`config.mk`:
```
export PLATFORM = sky130hd
export DESIGN_NAME = fcvt_f2i
export DESIGN_NICKNAME = d
export VERILOG_FILES = /design/src/rtl/fpu_pkg.sv /design/src/rtl/fcvt_align_shifter.sv /design/src/rtl/fcvt_f2i.sv
export SDC_FILE = /design/constraint.sdc
export NUM_CORES = 1
export LEC_CHECK = 0
export CAP_MARGIN = 20
export CORE_ASPECT_RATIO = 1.4
export CORE_MARGIN = 3
export CORE_UTILIZATION = 37
export CTS_CLUSTER_DIAMETER = 30
export DETAILED_ROUTE_END_ITERATION = 10
export GPL_ROUTABILITY_DRIVEN = 0
export PLACE_DENSITY = 0.64
export SETUP_SLACK_MARGIN = 0.05
export SLEW_MARGIN = 10
export SYNTH_ARGS = -nofsm -noshare
export SYNTH_HDL_FRONTEND = slang
export SYNTH_SLANG_ARGS = --single-unit
```
`constraint.sdc`:
```
create_clock -name clock -period 6.25 [get_ports clock]
set_input_delay 0.625 -clock clock [delete_from_list [all_inputs] [get_ports clock]]
set_output_delay 0.625 -clock clock [all_outputs]
set_load 0.02 [all_outputs]
```
`src/rtl/fpu_pkg.sv`:
```
// Shared FPU constants, rounding-mode encodings and the rounding-increment helper.
package fpu_pkg;

    localparam int unsigned EXP_W    = 8;
    localparam int unsigned FRAC_W   = 23;
    localparam int unsigned MANT_W   = 24;
    localparam int unsigned EXP_BIAS = 127;
    localparam int unsigned INT_W    = 32;
    localparam int unsigned MAG_W    = INT_W + 1;
    localparam int unsigned CNT_W    = 5;

    localparam logic [2:0] RNE = 3'd0;
    localparam logic [2:0] RTZ = 3'd1;
    localparam logic [2:0] RDN = 3'd2;
    localparam logic [2:0] RUP = 3'd3;
    localparam logic [2:0] RMM = 3'd4;

    localparam logic [INT_W-1:0] INT_MAX  = 32'h7FFF_FFFF;
    localparam logic [INT_W-1:0] INT_MIN  = 32'h8000_0000;
    localparam logic [INT_W-1:0] UINT_MAX = 32'hFFFF_FFFF;

    // Exponent thresholds: |x|<0.5, integer-aligned mantissa, |x|>=2^32
    localparam logic [EXP_W-1:0] EXP_HALF  = EXP_W'(EXP_BIAS - 1);
    localparam logic [EXP_W-1:0] EXP_ALIGN = EXP_W'(EXP_BIAS + FRAC_W);
    localparam logic [EXP_W-1:0] EXP_OVF   = EXP_W'(EXP_BIAS + INT_W);
    localparam logic [EXP_W-1:0] EXP_ALL1  = 8'hFF;

    typedef enum logic [1:0] {
        ST_IDLE  = 2'd0,
        ST_SHIFT = 2'd1,
        ST_ROUND = 2'd2,
        ST_DONE  = 2'd3
    } f2i_state_e;

    function automatic logic round_inc(input logic [2:0] rm, input logic sign,
                                       input logic lsb, input logic g, input logic st);
        logic inc;
        inc = 1'b0;
        case (rm)
            RNE:     inc = g & (st | lsb);
            RTZ:     inc = 1'b0;
            RDN:     inc = (g | st) & sign;
            RUP:     inc = (g | st) & ~sign;
            RMM:     inc = g;
            default: inc = 1'b0;
        endcase
        return inc;
    endfunction

endpackage

```
`src/rtl/fcvt_align_shifter.sv`:
```
// Iterative alignment shifter: holds the magnitude and collects guard/sticky on right shifts.
module fcvt_align_shifter
    import fpu_pkg::*;
#(
    parameter int unsigned SHIFT_PER_CYCLE = 1
) (
    input  logic             clock,
    input  logic             reset,
    input  logic             load,
    input  logic [MAG_W-1:0] load_mag,
    input  logic [CNT_W-1:0] load_cnt,
    input  logic             load_left,
    input  logic             load_st,
    input  logic             step,
    output logic [MAG_W-1:0] mag,
    output logic             g,
    output logic             st,
    output logic             last_c
);

    logic [CNT_W-1:0] cnt;
    logic             left;
    logic [MAG_W-1:0] mag_n;
    logic             g_n;
    logic             st_n;
    logic [CNT_W-1:0] cnt_n;

    // Up to SHIFT_PER_CYCLE single-bit steps, stopping when the count runs out
    always_comb begin
        mag_n = mag;
        g_n   = g;
        st_n  = st;
        cnt_n = cnt;
        for (int unsigned i = 0; i < SHIFT_PER_CYCLE; i++) begin
            if (cnt_n != '0) begin
                if (left) begin
                    mag_n = {mag_n[MAG_W-2:0], 1'b0};
                end else begin
                    st_n  = st_n | g_n;
                    g_n   = mag_n[0];
                    mag_n = {1'b0, mag_n[MAG_W-1:1]};
                end
                cnt_n = cnt_n - CNT_W'(1);
            end
        end
    end

    assign last_c = (cnt <= CNT_W'(SHIFT_PER_CYCLE));

    always_ff @(posedge clock) begin
        if (!reset) begin
            mag  <= '0;
            g    <= 1'b0;
            st   <= 1'b0;
            cnt  <= '0;
            left <= 1'b0;
        end else if (load) begin
            mag  <= load_mag;
            g    <= 1'b0;
            st   <= load_st;
            cnt  <= load_cnt;
            left <= load_left;
        end else if (step) begin
            mag  <= mag_n;
            g    <= g_n;
            st   <= st_n;
            cnt  <= cnt_n;
        end
    end

endmodule

```
`src/rtl/fcvt_f2i.sv`:
```
// FCVT.W.S / FCVT.WU.S: multi-cycle float-to-integer converter with valid/ready on both sides.
module fcvt_f2i
    import fpu_pkg::*;
#(
    parameter int unsigned SHIFT_PER_CYCLE = 1
) (
    input  logic             clock,
    input  logic             reset,
    input  logic             io_in_valid,
    output logic             io_in_ready,
    input  logic [INT_W-1:0] io_input1,
    input  logic             io_unsigned,
    input  logic [2:0]       io_rmm,
    output logic             io_out_valid,
    input  logic             io_out_ready,
    output logic [INT_W-1:0] io_result,
    output logic             io_flag_nv,
    output logic             io_flag_nx,
    output logic             io_illegal_rm
);

    f2i_state_e state_q, state_d;

    logic              sign_q, uns_q, special_q, nan_q;
    logic [2:0]        rm_q;

    logic [EXP_W-1:0]  op_exp;
    logic [FRAC_W-1:0] op_frac;
    logic [MANT_W-1:0] op_mant;

    logic              sh_load, sh_step, sh_left, sh_st, sh_last;
    logic [MAG_W-1:0]  sh_mag_in, mag;
    logic [CNT_W-1:0]  sh_cnt;
    logic              g, st;

    logic              lat_en, sp_d, out_upd, nv_d, nx_d, ill_d;
    logic [INT_W-1:0]  res_d;

    logic              inc;
    logic [MAG_W-1:0]  mag_r;
    logic [INT_W-1:0]  rnd_res;
    logic              rnd_nv, rnd_nx;

    assign op_exp  = io_input1[30:23];
    assign op_frac = io_input1[22:0];
    assign op_mant = {op_exp != '0, op_frac};

    fcvt_align_shifter #(
        .SHIFT_PER_CYCLE(SHIFT_PER_CYCLE)
    ) u_shift (
        .clock    (clock),
        .reset    (reset),
        .load     (sh_load),
        .load_mag (sh_mag_in),
        .load_cnt (sh_cnt),
        .load_left(sh_left),
        .load_st  (sh_st),
        .step     (sh_step),
        .mag      (mag),
        .g        (g),
        .st       (st),
        .last_c   (sh_last)
    );

    // Round the aligned magnitude, then saturate against the target integer range
    always_comb begin
        inc     = round_inc(rm_q, sign_q, mag[0], g, st);
        mag_r   = mag + MAG_W'(inc);
        rnd_res = '0;
        rnd_nv  = 1'b0;
        if (special_q) begin
            rnd_nv = 1'b1;
            if (nan_q || !sign_q) rnd_res = uns_q ? UINT_MAX : INT_MAX;
            else                  rnd_res = uns_q ? '0 : INT_MIN;
        end else if (uns_q) begin
            if (sign_q) begin
                rnd_nv = (mag_r != '0);
            end else if (mag_r[INT_W]) begin
                rnd_nv  = 1'b1;
                rnd_res = UINT_MAX;
            end else begin
                rnd_res = mag_r[INT_W-1:0];
            end
        end else if (!sign_q) begin
            if (mag_r > MAG_W'(INT_MAX)) begin
                rnd_nv  = 1'b1;
                rnd_res = INT_MAX;
            end else begin
                rnd_res = mag_r[INT_W-1:0];
            end
        end else begin
            if (mag_r > MAG_W'(INT_MIN)) begin
                rnd_nv  = 1'b1;
                rnd_res = INT_MIN;
            end else begin
                rnd_res = ~mag_r[INT_W-1:0] + INT_W'(1);
            end
        end
        rnd_nx = (g | st) & ~rnd_nv;
    end

    // Next-state and datapath controls
    always_comb begin
        state_d   = state_q;
        sh_load   = 1'b0;
        sh_step   = 1'b0;
        sh_mag_in = '0;
        sh_cnt    = '0;
        sh_left   = 1'b0;
        sh_st     = 1'b0;
        lat_en    = 1'b0;
        sp_d      = 1'b0;
        out_upd   = 1'b0;
        res_d     = '0;
        nv_d      = 1'b0;
        nx_d      = 1'b0;
        ill_d     = 1'b0;
        case (state_q)
            ST_IDLE: begin
                if (io_in_valid) begin
                    lat_en  = 1'b1;
                    sh_load = 1'b1;
                    if (io_rmm > RMM) begin
                        out_upd = 1'b1;
                        ill_d   = 1'b1;
                        state_d = ST_DONE;
                    end else if (op_exp >= EXP_OVF) begin
                        sp_d    = 1'b1;
                        state_d = ST_ROUND;
                    end else if (op_exp >= EXP_ALIGN) begin
                        sh_mag_in = MAG_W'(op_mant);
                        sh_cnt    = CNT_W'(op_exp - EXP_ALIGN);
                        sh_left   = 1'b1;
                        state_d   = (sh_cnt == '0) ? ST_ROUND : ST_SHIFT;
                    end else if (op_exp >= EXP_HALF) begin
                        sh_mag_in = MAG_W'(op_mant);
                        sh_cnt    = CNT_W'(EXP_ALIGN - op_exp);
                        state_d   = ST_SHIFT;
                    end else begin
                        sh_st   = (io_input1[30:0] != '0);
                        state_d = ST_ROUND;
                    end
                end
            end
            ST_SHIFT: begin
                sh_step = 1'b1;
                if (sh_last) state_d = ST_ROUND;
            end
            ST_ROUND: begin
                out_upd = 1'b1;
                res_d   = rnd_res;
                nv_d    = rnd_nv;
                nx_d    = rnd_nx;
                state_d = ST_DONE;
            end
            ST_DONE: begin
                if (io_out_ready) state_d = ST_IDLE;
            end
            default: state_d = ST_IDLE;
        endcase
    end

    always_ff @(posedge clock) begin
        if (!reset) begin
            state_q       <= ST_IDLE;
            io_in_ready   <= 1'b1;
            io_out_valid  <= 1'b0;
            io_result     <= '0;
            io_flag_nv    <= 1'b0;
            io_flag_nx    <= 1'b0;
            io_illegal_rm <= 1'b0;
            sign_q        <= 1'b0;
            uns_q         <= 1'b0;
            rm_q          <= '0;
            special_q     <= 1'b0;
            nan_q         <= 1'b0;
        end else begin
            state_q      <= state_d;
            io_in_ready  <= (state_d == ST_IDLE);
            io_out_valid <= (state_d == ST_DONE);
            if (lat_en) begin
                sign_q    <= io_input1[31];
                uns_q     <= io_unsigned;
                rm_q      <= io_rmm;
                special_q <= sp_d;
                nan_q     <= (op_exp == EXP_ALL1) && (op_frac != '0);
            end
            if (out_upd) begin
                io_result     <= res_d;
                io_flag_nv    <= nv_d;
                io_flag_nx    <= nx_d;
                io_illegal_rm <= ill_d;
            end
        end
    end

endmodule

```
Yosys cells after proc, flatten, opt, wreduce, memory -nomap -nowiden

Index checks and enable logic that the tools add are counted.

Add/subtract/negate cells: 5
$lt $le $gt $ge: 7
Equal/unequal tests: 9
Multiplexer cells: 75
Bitwise operators: 11
Reduce and logical (&&, ||, !) cells: 18

Operator list:

| kind                    | count |
|---|---|
| $mux W32                | 11 |
| $mux W24                | 6 |
| $mux W33                | 4 |
| $mux W5                 | 9 |
| $mux W1                 | 34 |
| $add A33 B1 Y33         | 1 |
| $gt A33 B31 Y1 const B  | 1 |
| $gt A33 B32 Y1 const B  | 1 |
| $reduce_bool A33 Y1     | 1 |
| $add A32 B1 Y32 const B | 1 |
| $not A32 Y32            | 1 |
| $reduce_bool A31 Y1     | 1 |
| $reduce_bool A23 Y1     | 1 |
| $ge A8 B8 Y1 const B    | 2 |
| $mux W2                 | 8 |
| $eq A8 B8 Y1 const B    | 1 |
| $ge A8 B7 Y1 const B    | 1 |
| $pmux W2 S4             | 1 |
| $reduce_bool A8 Y1      | 1 |
| $eq A2 B2 Y1 const B    | 3 |
| $eq A3 B2 Y1 const B    | 2 |
| $reduce_and A3 Y1       | 2 |
| $le A5 B1 Y1 const B    | 1 |
| $logic_not A5 Y1        | 1 |
| 21 further kinds        | 30 |

Register bits: 87
Input bits: 40
Output and inout port bits: 37
Word-level logic and storage cells: 142

Depth between registers and ports, before layout

Gate-level depths: netlist of the first run.

Word-level depth: 12
Mapped depth: 20
Gate-level depth less buffers: 16

Hierarchy

Synthesis of the first run repeated with hierarchy kept, for this count alone.

Cells, all modules: 1009
Area, all modules: 7597.3 µm²

Modules (own cells, without submodules):

| module             | times used | cells an instance | area each (µm²) | sequential area each (µm²) |
|---|---|---|---|---|
| fcvt_f2i           | 1          | 731               | 5071.1          | 920.9 |
| fcvt_align_shifter | 1          | 278               | 2526.2          | 820.8 |

Least setup slack after synthesis of the first run

OpenSTA, ideal clock, no wires.

Kind: register to register
Start point: register sign_q
End point: register io_result[1]
Library setup time: 0.079 ns
Arrival: 4.771 ns
Data required time: 6.171 ns
Setup slack: 1.400 ns
Stages on the path, launching flop included: 19
Buffers on the path: 3
Period minus slack after synthesis: 4.850 ns
Cells stage by stage: dfxtp_1 > clkbuf_1 > clkinv_1 > clkbuf_1 > nor3_1 > nor3_1 > a21oi_1 > ha_1 > ha_1 > buf_2 > nand3_1 > or4_1 > xor2_1 > nand3_1 > or3_1 > nor4_4 > a211oi_2 > or4_1 > a211oi_2

Longest elaborated chain between the ends: 11
Elaborated cells on any way between the ends: 20
Classes of those cells: add/sub (2); order compare (2); mux (10); bitwise (4); reduce/logical (2)

Ends and longest elaborated chain:

| what                     | line            | RTL |
|---|---|---|
| start: declaration       | fcvt_f2i.sv:24  | `logic sign_q, uns_q, special_q, nan_q;` |
| start signal: assignment | fcvt_f2i.sv:182 | `sign_q <= io_input1[31];` |
| $not A1 Y1               | fpu_pkg.sv:43   | `RUP: inc = (g \| st) & ~sign;` |
| $and A1 B1 Y1            | fpu_pkg.sv:43   |  |
| $pmux W1 S4              | fpu_pkg.sv:39   | `case (rm)` |
| $add A33 B1 Y33          | fcvt_f2i.sv:68  | `mag_r = mag + MAG_W'(inc);` |
| $not A32 Y32             | fcvt_f2i.sv:96  | `rnd_res = ~mag_r[INT_W-1:0] + INT_W'(1);` |
| $add A32 B1 Y32          | fcvt_f2i.sv:96  |  |
| $mux W32                 | fcvt_f2i.sv:92  | `if (mag_r > MAG_W'(INT_MIN)) begin` |
| $mux W32                 | fcvt_f2i.sv:84  | `end else if (!sign_q) begin` |
| $mux W32                 | fcvt_f2i.sv:75  | `end else if (uns_q) begin` |
| $mux W32 (*)             | fcvt_f2i.sv:71  | `if (special_q) begin` |
| $mux W32 (*)             | fcvt_f2i.sv:118 | `case (state_q)` |
| end signal: assignment   | fcvt_f2i.sv:189 | `io_result <= res_d;` |
| end: declaration         | fcvt_f2i.sv:16  | `output logic [INT_W-1:0] io_result,` |

Every way passes the cells marked *; elsewhere a longest branch is shown, timed or not.
A chain may end at the register's enable or synchronous reset.

Final worst setup path of the first run

Start point: register u_shift.g
End point: register io_result[15]

Longest elaborated chain between the ends: 11
Elaborated cells on any way between the ends: 18
Classes of those cells: add/sub (2); order compare (2); mux (9); bitwise (5)

Ends and longest elaborated chain:

| what                                    | line                         | RTL |
|---|---|---|
| start: declaration                      | fcvt_align_shifter.sv:16     | `output logic g,` |
| start signal: assignment                | fcvt_align_shifter.sv:65     | `g <= g_n;` |
| $or A1 B1 Y1                            | fpu_pkg.sv:42, fpu_pkg.sv:43 |  |
| $and A1 B1 Y1, on equally long branches | fpu_pkg.sv:43, fpu_pkg.sv:42 |  |
| $pmux W1 S4 (*)                         | fpu_pkg.sv:39                |  |
| $add A33 B1 Y33 (*)                     | fcvt_f2i.sv:68               |  |
| $not A32 Y32                            | fcvt_f2i.sv:96               |  |
| $add A32 B1 Y32                         | fcvt_f2i.sv:96               |  |
| $mux W32                                | fcvt_f2i.sv:92               |  |
| $mux W32                                | fcvt_f2i.sv:84               |  |
| $mux W32 (*)                            | fcvt_f2i.sv:75               |  |
| $mux W32 (*)                            | fcvt_f2i.sv:71               |  |
| $mux W32 (*)                            | fcvt_f2i.sv:118              |  |

Marks and branches as above.

==> results of run 1 <==
[layer usage]
metal / part of all wire [%] / vias up / global-route usage, %
li1: - / 3607 / -
met2: 50 / 280 / 38.3
met1: 41 / 3440 / 27.8
met5: 0 / - / 0
met4: 2.9 / 0 / 7.80
met3: 5.4 / 63 / 2.30
[worst max-delay path: cells and delay by family (launching register included)]
family                     cells  cell delay, ns
DFF                            1            0.36
xor gates and xnor gates       1            0.23
AOI/OAI and AO/OA              4            1.60
adders and majority gates      2            0.73
and+or+nand+nor                7            2.60
[stage by stage]
step | area [um2] | cells | worst slack, ns
5_1_grt | 8040 | 1225 | 0.359
6_report | 8040 | 1225 | 0.629
4_1_cts | 8040 | 1225 | 0.666
2_1_floorplan | 6920 | 968 | 1.40
3_3_place_gp | 7730 | 1211 | 0.772
3_5_place_dp | 7730 | 1211 | 0.708
[power by group through the flow]
stage	registers (uW)	clock network, uW	logic, uW
finish	902	570	1380
global route	923	602	1530
CTS	893	580	1370
detailed placement	903	0	1360
global placement	903	0	1350
floorplan	784	0	1090
[cells by family (layout without fill, tap and decap cells)]
group	Yosys count	after routing
simple gates	394	394
compound gates	280	280
buf+inv	106	123
flops	87	87
xor+xnor	52	52
mux	36	36
fa+ha+maj	13	13
[sequential cells by signal, summed over array words and instances, names as in the netlist]
name,cells
io_in_ready,1
nan_q,1
u_shift.cnt,5
io_flag_nv,1
u_shift.g,1
u_shift.st,1
special_q,1
sign_q,1
uns_q,1
state_q,2
rm_q,3
u_shift.left,1
io_result,32
u_shift.mag,33
io_flag_nx,1
io_illegal_rm,1
io_out_valid,1
[placed cells by master (no fill, tap or decap), types with 13 or more instances in the layout]
cell / n
nor3_1: 42
nor4_1: 31
xor2_1: 18
nand3_1: 32
inv_1: 20
nor2_1: 94
dfxtp_1: 86
a21oi_1: 108
clkdlybuf4s50_1: 76
nand4_1: 27
ha_1: 13
a211oi_1: 14
o21ai_0: 61
xnor2_1: 34
nand2_1: 86
mux2i_1: 36
a31oi_1: 13
[layout make-up]
| cell class | instances | area share (%) |
|---|---|---|
| well taps | 240 | 3.74 |
| multi-input cells | 775 | 59.3 |
| clock inverters | 4 | 0.903 |
| inverters | 21 | 0.981 |
| clock buffers | 10 | 2.85 |
| flip-flops and latches | 87 | 21.7 |
| repair buffers | 88 | 10.6 |
[how the worst max path moves through the flow]
stage	to	cells past startpoint	slack [ns]	from
6_report	io_result[15]	14	0.63	u_shift.g
4_1_cts	io_result[28]	14	0.67	u_shift.g
3_3_place_gp	io_result[3]	14	0.77	u_shift.g
3_5_place_dp	io_result[4]	14	0.71	u_shift.g
2_1_floorplan	io_result[1]	18	1.40	sign_q
5_1_grt	io_result[28]	14	0.36	u_shift.g
==> reports/qor.yml, run 1 <==
final_max_slew_viol_count: 0
wl_per_cell_um: 18.6
synth_fa_ha_area_share_pct: 2.35
globalRouteOverflowTotal: 0
netlist_instances: 968
antenna_found_initial: 0
hold_buffers: 0
synth-simple-area-share_pct: 29.5
multi_input_area_um2: 4760
reg2reg_to: "io_result[15]"
synth_edf_count: 0
cts_made_buffers: 9
cts_sinks: 87
synth_mux_area_share_pct: 5.21
final_nets: 1035
r2r_slack_ns: 0.63
worstHoldEndpoint: "io_flag_nv"
ys_ff_latch: 87
critPathKind: "reg2reg"
ys_seq_area_share_pct: 25.2
ys_types: 73
timing.final.hold_violations: 0
worst-r2r-cell-count: 14
totalPowerFinal_uw: 2860
core-area_um2: 18100
area_growth_pct: 16.2
yosys_warnings: 0
fin_util_pct: 44.3
status: "complete, no violations"
period_share_pct: 89.9
dieArea_um2: 20400
reg2reg_from: "u_shift.g"
grt_setup_unrepaired: "false"
synth_top_family_by_area: "simple AND/OR/NAND/NOR gates"
clk_pin_slew_ns: 0.07
synth_top_area_share_pct: 25.2
die_x_um: 122
switchingPower_uw: 1300
ctsRootBufferMaster: "clkbuf_16"
arrival_ns: 5.89
max_stage_delay_ns: 0.71
slew_headroom_pct: 31.1
diodes: 0
netSwitchingFraction_pct: 45.4
regArea_um2: 1740
routed_wl_um: 22700
cp-end-kind: "register"
grt_usage_pct: 22.0
tns_ns: 0
clock_latency_ns: 0.34
ys_top_cells_by_area: "dfxtp_1 25%, a21oi_1 7.8%, mux2i_1 5.2%, nor2_1 5.1%, nand2_1 4.7%"
fmax_mhz: 178
min-delay-start: "io_flag_nv"
clkPwrFrac_pct: 20.0
netlist_area_um2: 6920
synthXorXnorAreaFrac_pct: 6.59
portBuffers: 76
grt_pass1_vias: 6936
clock_path_buffers: 2
tritoncts: "yes"
dr.pass1.iters: 9
grt_max_degree: 47
synth_compound_area_share_pct: 25.2
drt_iter0_markers: 754
synthTopCellsByCount: "108 x a21oi_1, 94 x nor2_1, 87 x dfxtp_1, 86 x nand2_1, 61 x o21ai_0"
cp.required_ns: 6.51
whs_path_depth: 2
crit_slowest_cell: "o31ai_2"
holdWs_ns: 0.457
async_reset_ff_share_pct: 0
period_minus_slack_ns: 5.62
yosysTopAreaCell: "dfxtp_1"
ys.flop_type: "dfxtp_1"
p_leak_uw: 0.00270
post_cts_buffers: 0
power_frac_comb_pct: 48.4
ant_nets: 0
p_seq_share_pct: 31.6
grt_pass1_wl_um: 36900
final.setup_skew_ns: 0.00699
start_util_pct: 38.1
drc: 0
holdCritPathClass: "reg2reg"
cp_max_fo: 10
start_kind: "register"
irDropWorstVdd_uv: 138
internal_power_uw: 1560
postSynthNetCount: 1021
drive_above_1_share_pct: 4.57
worstMarginPinSlew_ns: 1.03
ios: 77
htreeDepth: 3
max-cap-violations: 0
syn_avg_cell_area_um2: 7.14
die_h_um: 168
ctsResizeCount: 0
hpwl_um: 16800
setup_viol: 0
synth_most_common_cell: "a21oi_1"
rows: 58
vias_per_cell: 6.03
num-fill-cells: 1889
pwr_density_cell_nw_per_um2: 355
crit_chain: "nor2_1 > or3_1 > a21oi_1 > ha_1 > ha_1 > nand3_1 > nor2_1 > xnor2_1 > or4_1 > nor4_1 > a31oi_1 > o31ai_2 > nand2_1 > o211ai_1"
vias: 7390
Note: power is estimated with default switching activity, not from simulation.
==> run 2, diff against run 1 <==
Settings changed: CTS_CLUSTER_SIZE set to 10, PLACE_DENSITY 0.64 to 0.66.
Clock period 6.25 ns to 4.7 ns, I/O delays scaled along.
==> reports/qor.yml, run 2 (synthesis results as in run 1) <==
status: "complete, no violations"
start_kind: "register"
tritoncts: "yes"
start_util_pct: 38.1  # unchanged
drt_iter0_markers: 754  # unchanged
tns_ns: 0  # unchanged
routed_wl_um: 22900  # +0.75%
final_cell_mix: "107 x a21oi_1, 94 x nor2_1, 86 x nand2_1, 86 x dfxtp_1, 76 x clkdlybuf4s50_1"
final.setup_skew_ns: 0.00774  # +0.000748 ns
portBuffers: 76  # unchanged
power_frac_comb_pct: 50.7  # +2.3 points
grt_pass1_vias: 7191  # +3.7%
clock_latency_ns: 0.34  # about the same
p_seq_share_pct: 29.9  # -1.7 points
critPathKind: "reg2reg"
dr.pass1.iters: 5  # -4
final_nets: 1082  # +4.5%
final_common_cell: "a21oi_1"
reg_top3: "u_shift.mag: 33 flops, io_result: 32 flops, u_shift.cnt: 5 flops"
crit_chain: "nor2_1 > or3_1 > a21oi_2 > ha_2 > nand4_1 > or4_1 > o31a_1 > or4_4 > nand4b_1 > nor4_4 > a32oi_2 > or4_1 > a31oi_1"
ctsRootBufferMaster: "clkbuf_16"
core-area_um2: 18100  # unchanged
regMostFlops: "u_shift.mag"
grt_setup_unrepaired: "true"
largest_reg_flops: 33  # unchanged
design_area_um2: 8460  # +5.3%
period_share_pct: 94.6  # +4.6 points
die_h_um: 168  # unchanged
htreeDepth: 3  # unchanged
arrival_ns: 4.71  # -1.18 ns
area_growth_pct: 22.4
clkPwrFrac_pct: 19.4  # -0.6 points
worst_path_most_repeated_cell: "or4_1"
globalRouteOverflowTotal: 0  # unchanged
vias_per_cell: 6.03  # about the same
pwr_density_cell_nw_per_um2: 467  # +32%
irDropWorstVdd_uv: 200  # +45%
max_stage_delay_ns: 0.57  # -0.14 ns
vias: 7676  # +3.9%
dieArea_um2: 20400  # unchanged
cts_made_buffers: 9  # unchanged
diodes: 0  # unchanged
cp.required_ns: 4.97  # -1.54 ns
ios: 77  # unchanged
internal_power_uw: 2190  # +41%
switchingPower_uw: 1770  # +36%
drc: 0  # unchanged
die_x_um: 122  # unchanged
slew_headroom_pct: 31.3  # +0.16 points
max-cap-violations: 0  # unchanged
cp-end-kind: "register"
hpwl_um: 17200  # +2.6%
grt_max_degree: 47  # unchanged
worstMarginPinSlew_ns: 1.03  # -0.00242 ns
setup_viol: 0  # unchanged
holdWs_ns: 0.458  # +0.000841 ns
clk_pin_slew_ns: 0.07  # about the same
crit_slowest_cell: "or4_1"
grt_pass1_wl_um: 37000  # +0.41%
netSwitchingFraction_pct: 44.6  # -0.80 points
drive_above_1_share_pct: 10.2  # +5.6 points
fmax_mhz: 225  # +26%
period_minus_slack_ns: 4.44  # -1.18 ns
final_max_slew_viol_count: 0  # unchanged
p_leak_uw: 0.00294  # +8.9%
holdCritPathClass: "reg2reg"
totalPowerFinal_uw: 3950  # +38%
clock_path_buffers: 2  # unchanged
grt_usage_pct: 22.0  # about the same
timing.final.hold_violations: 0  # unchanged
wl_per_cell_um: 18.0  # -3.1%
rows: 58  # unchanged
dpl_cell_area_um2: 8070  # +4.3%
cp_max_fo: 4  # -6
antenna_found_initial: 0  # unchanged
ant_nets: 0  # unchanged
cts_sinks: 87  # unchanged
[run 2: cell count changes in the layout (fill, tap and decap cells not counted), moves of 2 or more]
cell / previous run / this run
buf_4: 12 / 59
clkinv_2: 1 / 3
nor4_1: 31 / 28
nor4_2: 2 / 4
[run 2: through the flow]
| step | std cells | setup slack (ns) | util, % |
|---|---|---|---|
| 6_report | 1273 | 0.256 | 46.6 |
| 5_1_grt | 1273 | 0.0448 | 46.6 |
| 4_1_cts | 1269 | 0.0915 | 46.2 |
| 3_5_place_dp | 1254 | 0.117 | 44.5 |
| 3_3_place_gp | 1254 | 0.207 | 44.5 |
| 2_1_floorplan | 968 | 0.122 | - |
[run 2: cell type report]
type / count / area, um2
flip-flops and latches: 87 / 1740
repair buffers: 135 / 1200
inverters: 21 / 80.1
fillers: 1808 / 9680
clock buffers: 9 / 225
clock inverters: 6 / 86.3
well taps: 240 / 300
multi-input cells: 775 / 4820
[run 2: power by group through the flow]
stage | logic [uW] | clock network, uW | registers, uW
2_1_floorplan | 1450 | 0 | 1040
3_3_place_gp | 1930 | 0 | 1190
3_5_place_dp | 1940 | 0 | 1190
4_1_cts | 1950 | 778 | 1170
5_1_grt | 2210 | 815 | 1210
6_report | 2000 | 769 | 1180
[run 2: timing repair]
| item | 4_1_cts | 5_1_grt |
|---|---|---|
| setup endpoints to repair | 0 | 22 |
| hold buffers | 0 | 0 |
| setup buffers | 0 | 4 |
| resized for setup | 0 | 11 |
[run 2: worst max-delay path, delay by kind of cell, from the launching register on]
kind,cells,cell delay (ns)
fa+ha+maj,1,0.24
flops,1,0.37
simple gates,8,2.83
compound gates,4,0.92
[run 2: final timing paths]
check	from	slack [ns]	endpoint	cells past startpoint
max reg2reg	u_shift.g	0.26	io_result[10]	13
min	io_result[31]	0.46	io_result[31]	2
max	u_shift.g	0.26	io_result[10]	13
min reg2reg	io_result[31]	0.46	io_result[31]	2
[run 2: layer usage]
metal | routed length (um) | GRT usage (%) | up-vias
li1 | - | - | 3698
met3 | 1140 | 2.50 | 88
met2 | 11300 | 37.9 | 313
met5 | 0 | 0 | -
met4 | 1080 | 10.1 | 0
met1 | 9400 | 27.1 | 3577
==> run 3, diff against run 2 <==
Settings changed: PLACE_DENSITY 0.66 to 0.64.
Clock period 4.7 ns to 5.57 ns, I/O delays scaled along.
==> reports/qor.yml, run 3 (synthesis results as in run 1) <==
status: "complete, no violations"
cts_made_buffers: 9  # unchanged
ctsRootBufferMaster: "clkbuf_16"
dpl_cell_area_um2: 7790  # -3.4%
timing.final.hold_violations: 0  # unchanged
slew_headroom_pct: 31.2  # -0.090 points
start_kind: "register"
vias: 7417  # -3.4%
cp.required_ns: 5.83  # +0.86 ns
diodes: 0  # unchanged
ios: 77  # unchanged
largest_reg_flops: 33  # unchanged
tns_ns: 0  # unchanged
core-area_um2: 18100  # unchanged
p_seq_share_pct: 31.0  # +1.1 points
grt_max_degree: 47  # unchanged
post_cts_buffers: 0  # unchanged
final.setup_skew_ns: 0.0111  # +0.00335 ns
dr.pass1.iters: 5  # unchanged
worstMarginPinSlew_ns: 1.03  # +0.00135 ns
antenna_found_initial: 0  # unchanged
tritoncts: "yes"
ctsResizeCount: 0  # unchanged
drt_iter0_markers: 555  # -26%
drc: 0  # unchanged
drive_above_1_share_pct: 5.73  # -4.4 points
portBuffers: 76  # unchanged
holdCritPathClass: "reg2reg"
hold_buffers: 0  # unchanged
period_share_pct: 93.0  # -1.5 points
hpwl_um: 16500  # -4.0%
grt_usage_pct: 21.5  # -0.46 points
clk_pin_slew_ns: 0.07  # about the same
final_nets: 1043  # -3.6%
ant_nets: 0  # unchanged
critPathKind: "reg2reg"
design_area_um2: 8120  # -4.0%
area_growth_pct: 17.5
wl_per_cell_um: 18.0  # +0.24%
switchingPower_uw: 1480  # -16%
irDropWorstVdd_uv: 189  # -5.7%
vias_per_cell: 6.01  # -0.40%
rows: 58  # unchanged
internal_power_uw: 1770  # -19%
max_stage_delay_ns: 0.65  # +0.08 ns
netSwitchingFraction_pct: 45.4  # +0.79 points
routed_wl_um: 22300  # -2.8%
clock_path_buffers: 2  # unchanged
htreeDepth: 3  # unchanged
fmax_mhz: 193  # -14%
totalPowerFinal_uw: 3250  # -18%
period_minus_slack_ns: 5.18  # +0.737 ns
regMostFlops: "u_shift.mag"
cp-end-kind: "register"
place_ws_ns: 0.398  # +0.280 ns
crit_chain: "nor2_1 > or3_1 > a21oi_1 > ha_1 > nand4_1 > buf_4 > or4_1 > nor3_1 > xor2_1 > nor2b_1 > a31oi_1 > buf_4 > and3_1 > or4_1 > a211oi_2"
reg_top3: "u_shift.mag: 33 flops, io_result: 32 flops, u_shift.cnt: 5 flops"
arrival_ns: 5.45  # +0.74 ns
whs_path_depth: 2  # unchanged
die_h_um: 168  # unchanged
cts_sinks: 87  # unchanged
clkPwrFrac_pct: 21.0  # +1.6 points
start_util_pct: 38.1  # unchanged
worst_slack_ns: 0.389  # +0.133 ns
grt_pass1_wl_um: 36200  # -2.2%
crit_slowest_cell: "or4_1"
max-cap-violations: 0  # unchanged
cp_max_fo: 11  # +7
die_x_um: 122  # unchanged
dieArea_um2: 20400  # unchanged
globalRouteOverflowTotal: 0  # unchanged
clock_latency_ns: 0.35  # about the same
final_max_slew_viol_count: 0  # unchanged
final_cell_mix: "108 x a21oi_1, 94 x nor2_1, 86 x nand2_1, 86 x dfxtp_1, 76 x clkdlybuf4s50_1"
worst-r2r-cell-count: 15  # +2
power_frac_comb_pct: 47.9  # -2.8 points
setup_viol: 0  # unchanged
final_common_cell: "a21oi_1"
grt_setup_unrepaired: "false"
grt_pass1_vias: 6948  # -3.4%
holdWs_ns: 0.458  # -0.000297 ns
pwr_density_cell_nw_per_um2: 400  # -14%
p_leak_uw: 0.00275  # -6.4%
==> run 3: cell types whose count changed in the layout (fill, tap and decap cells not counted), sizes merged <==
cell	before	now
buf	59	20
inv	20	23
clkinv	4	2
==> run 3: stage by stage <==
step | util, % | std cells
6_report | 44.8 | 1235
5_1_grt | 44.8 | 1235
4_1_cts | 44.8 | 1235
3_5_place_dp | 43.0 | 1219
3_3_place_gp | 43.0 | 1219
2_1_floorplan | - | 968
==> run 3: power by group through the flow <==
stage          combinational, uW  sequential, uW  clock [uW]
3_5_place_dp                1530            1010           0
3_3_place_gp                1530            1010           0
5_1_grt                     1720            1040         714
6_report                    1560            1010         683
2_1_floorplan               1220             880           0
4_1_cts                     1540            1000         689
==> run 3: per-layer routing <==
metal / GRT usage [%] / routed length (um) / share of wire (%) / vias up
met3: 2.43 / 1180 / 5.3 / 62
met1: 27.3 / 9320 / 42 / 3470
li1: - / - / - / 3623
met5: 0 / 0 / 0 / -
met4: 10.7 / 991 / 4.4 / 0
met2: 35.8 / 10800 / 48 / 262
==> run 3: worst max-delay path, delay by kind of cell, from the launching register on <==
kind / cells / cell delay, ns
AO/OA/AOI/OAI: 3 / 0.80
XOR/XNOR: 1 / 0.51
adder cells (fa/ha/maj): 1 / 0.32
buffers and inverters: 2 / 0.46
flip-flops: 1 / 0.38
AND/OR/NAND/NOR: 8 / 2.61
==> run 3: worst paths after layout <==
| kind | slack (ns) | start | endpoint |
|---|---|---|---|
| worst min register to register | 0.46 | io_result[31] | io_result[31] |
| worst min-delay path | 0.46 | io_result[31] | io_result[31] |
| worst max register to register | 0.39 | u_shift.g | io_result[1] |
| worst max-delay path | 0.39 | u_shift.g | io_result[1] |
==> run 3: final cells by class <==
class	instances	area [um2]
fill	1873	10000
multi-input combinational	775	4760
sequential	87	1740
timing repair buffer	96	911
tap	240	300
clock buffer	9	225
clock inverter	7	103
inverter	21	78.8
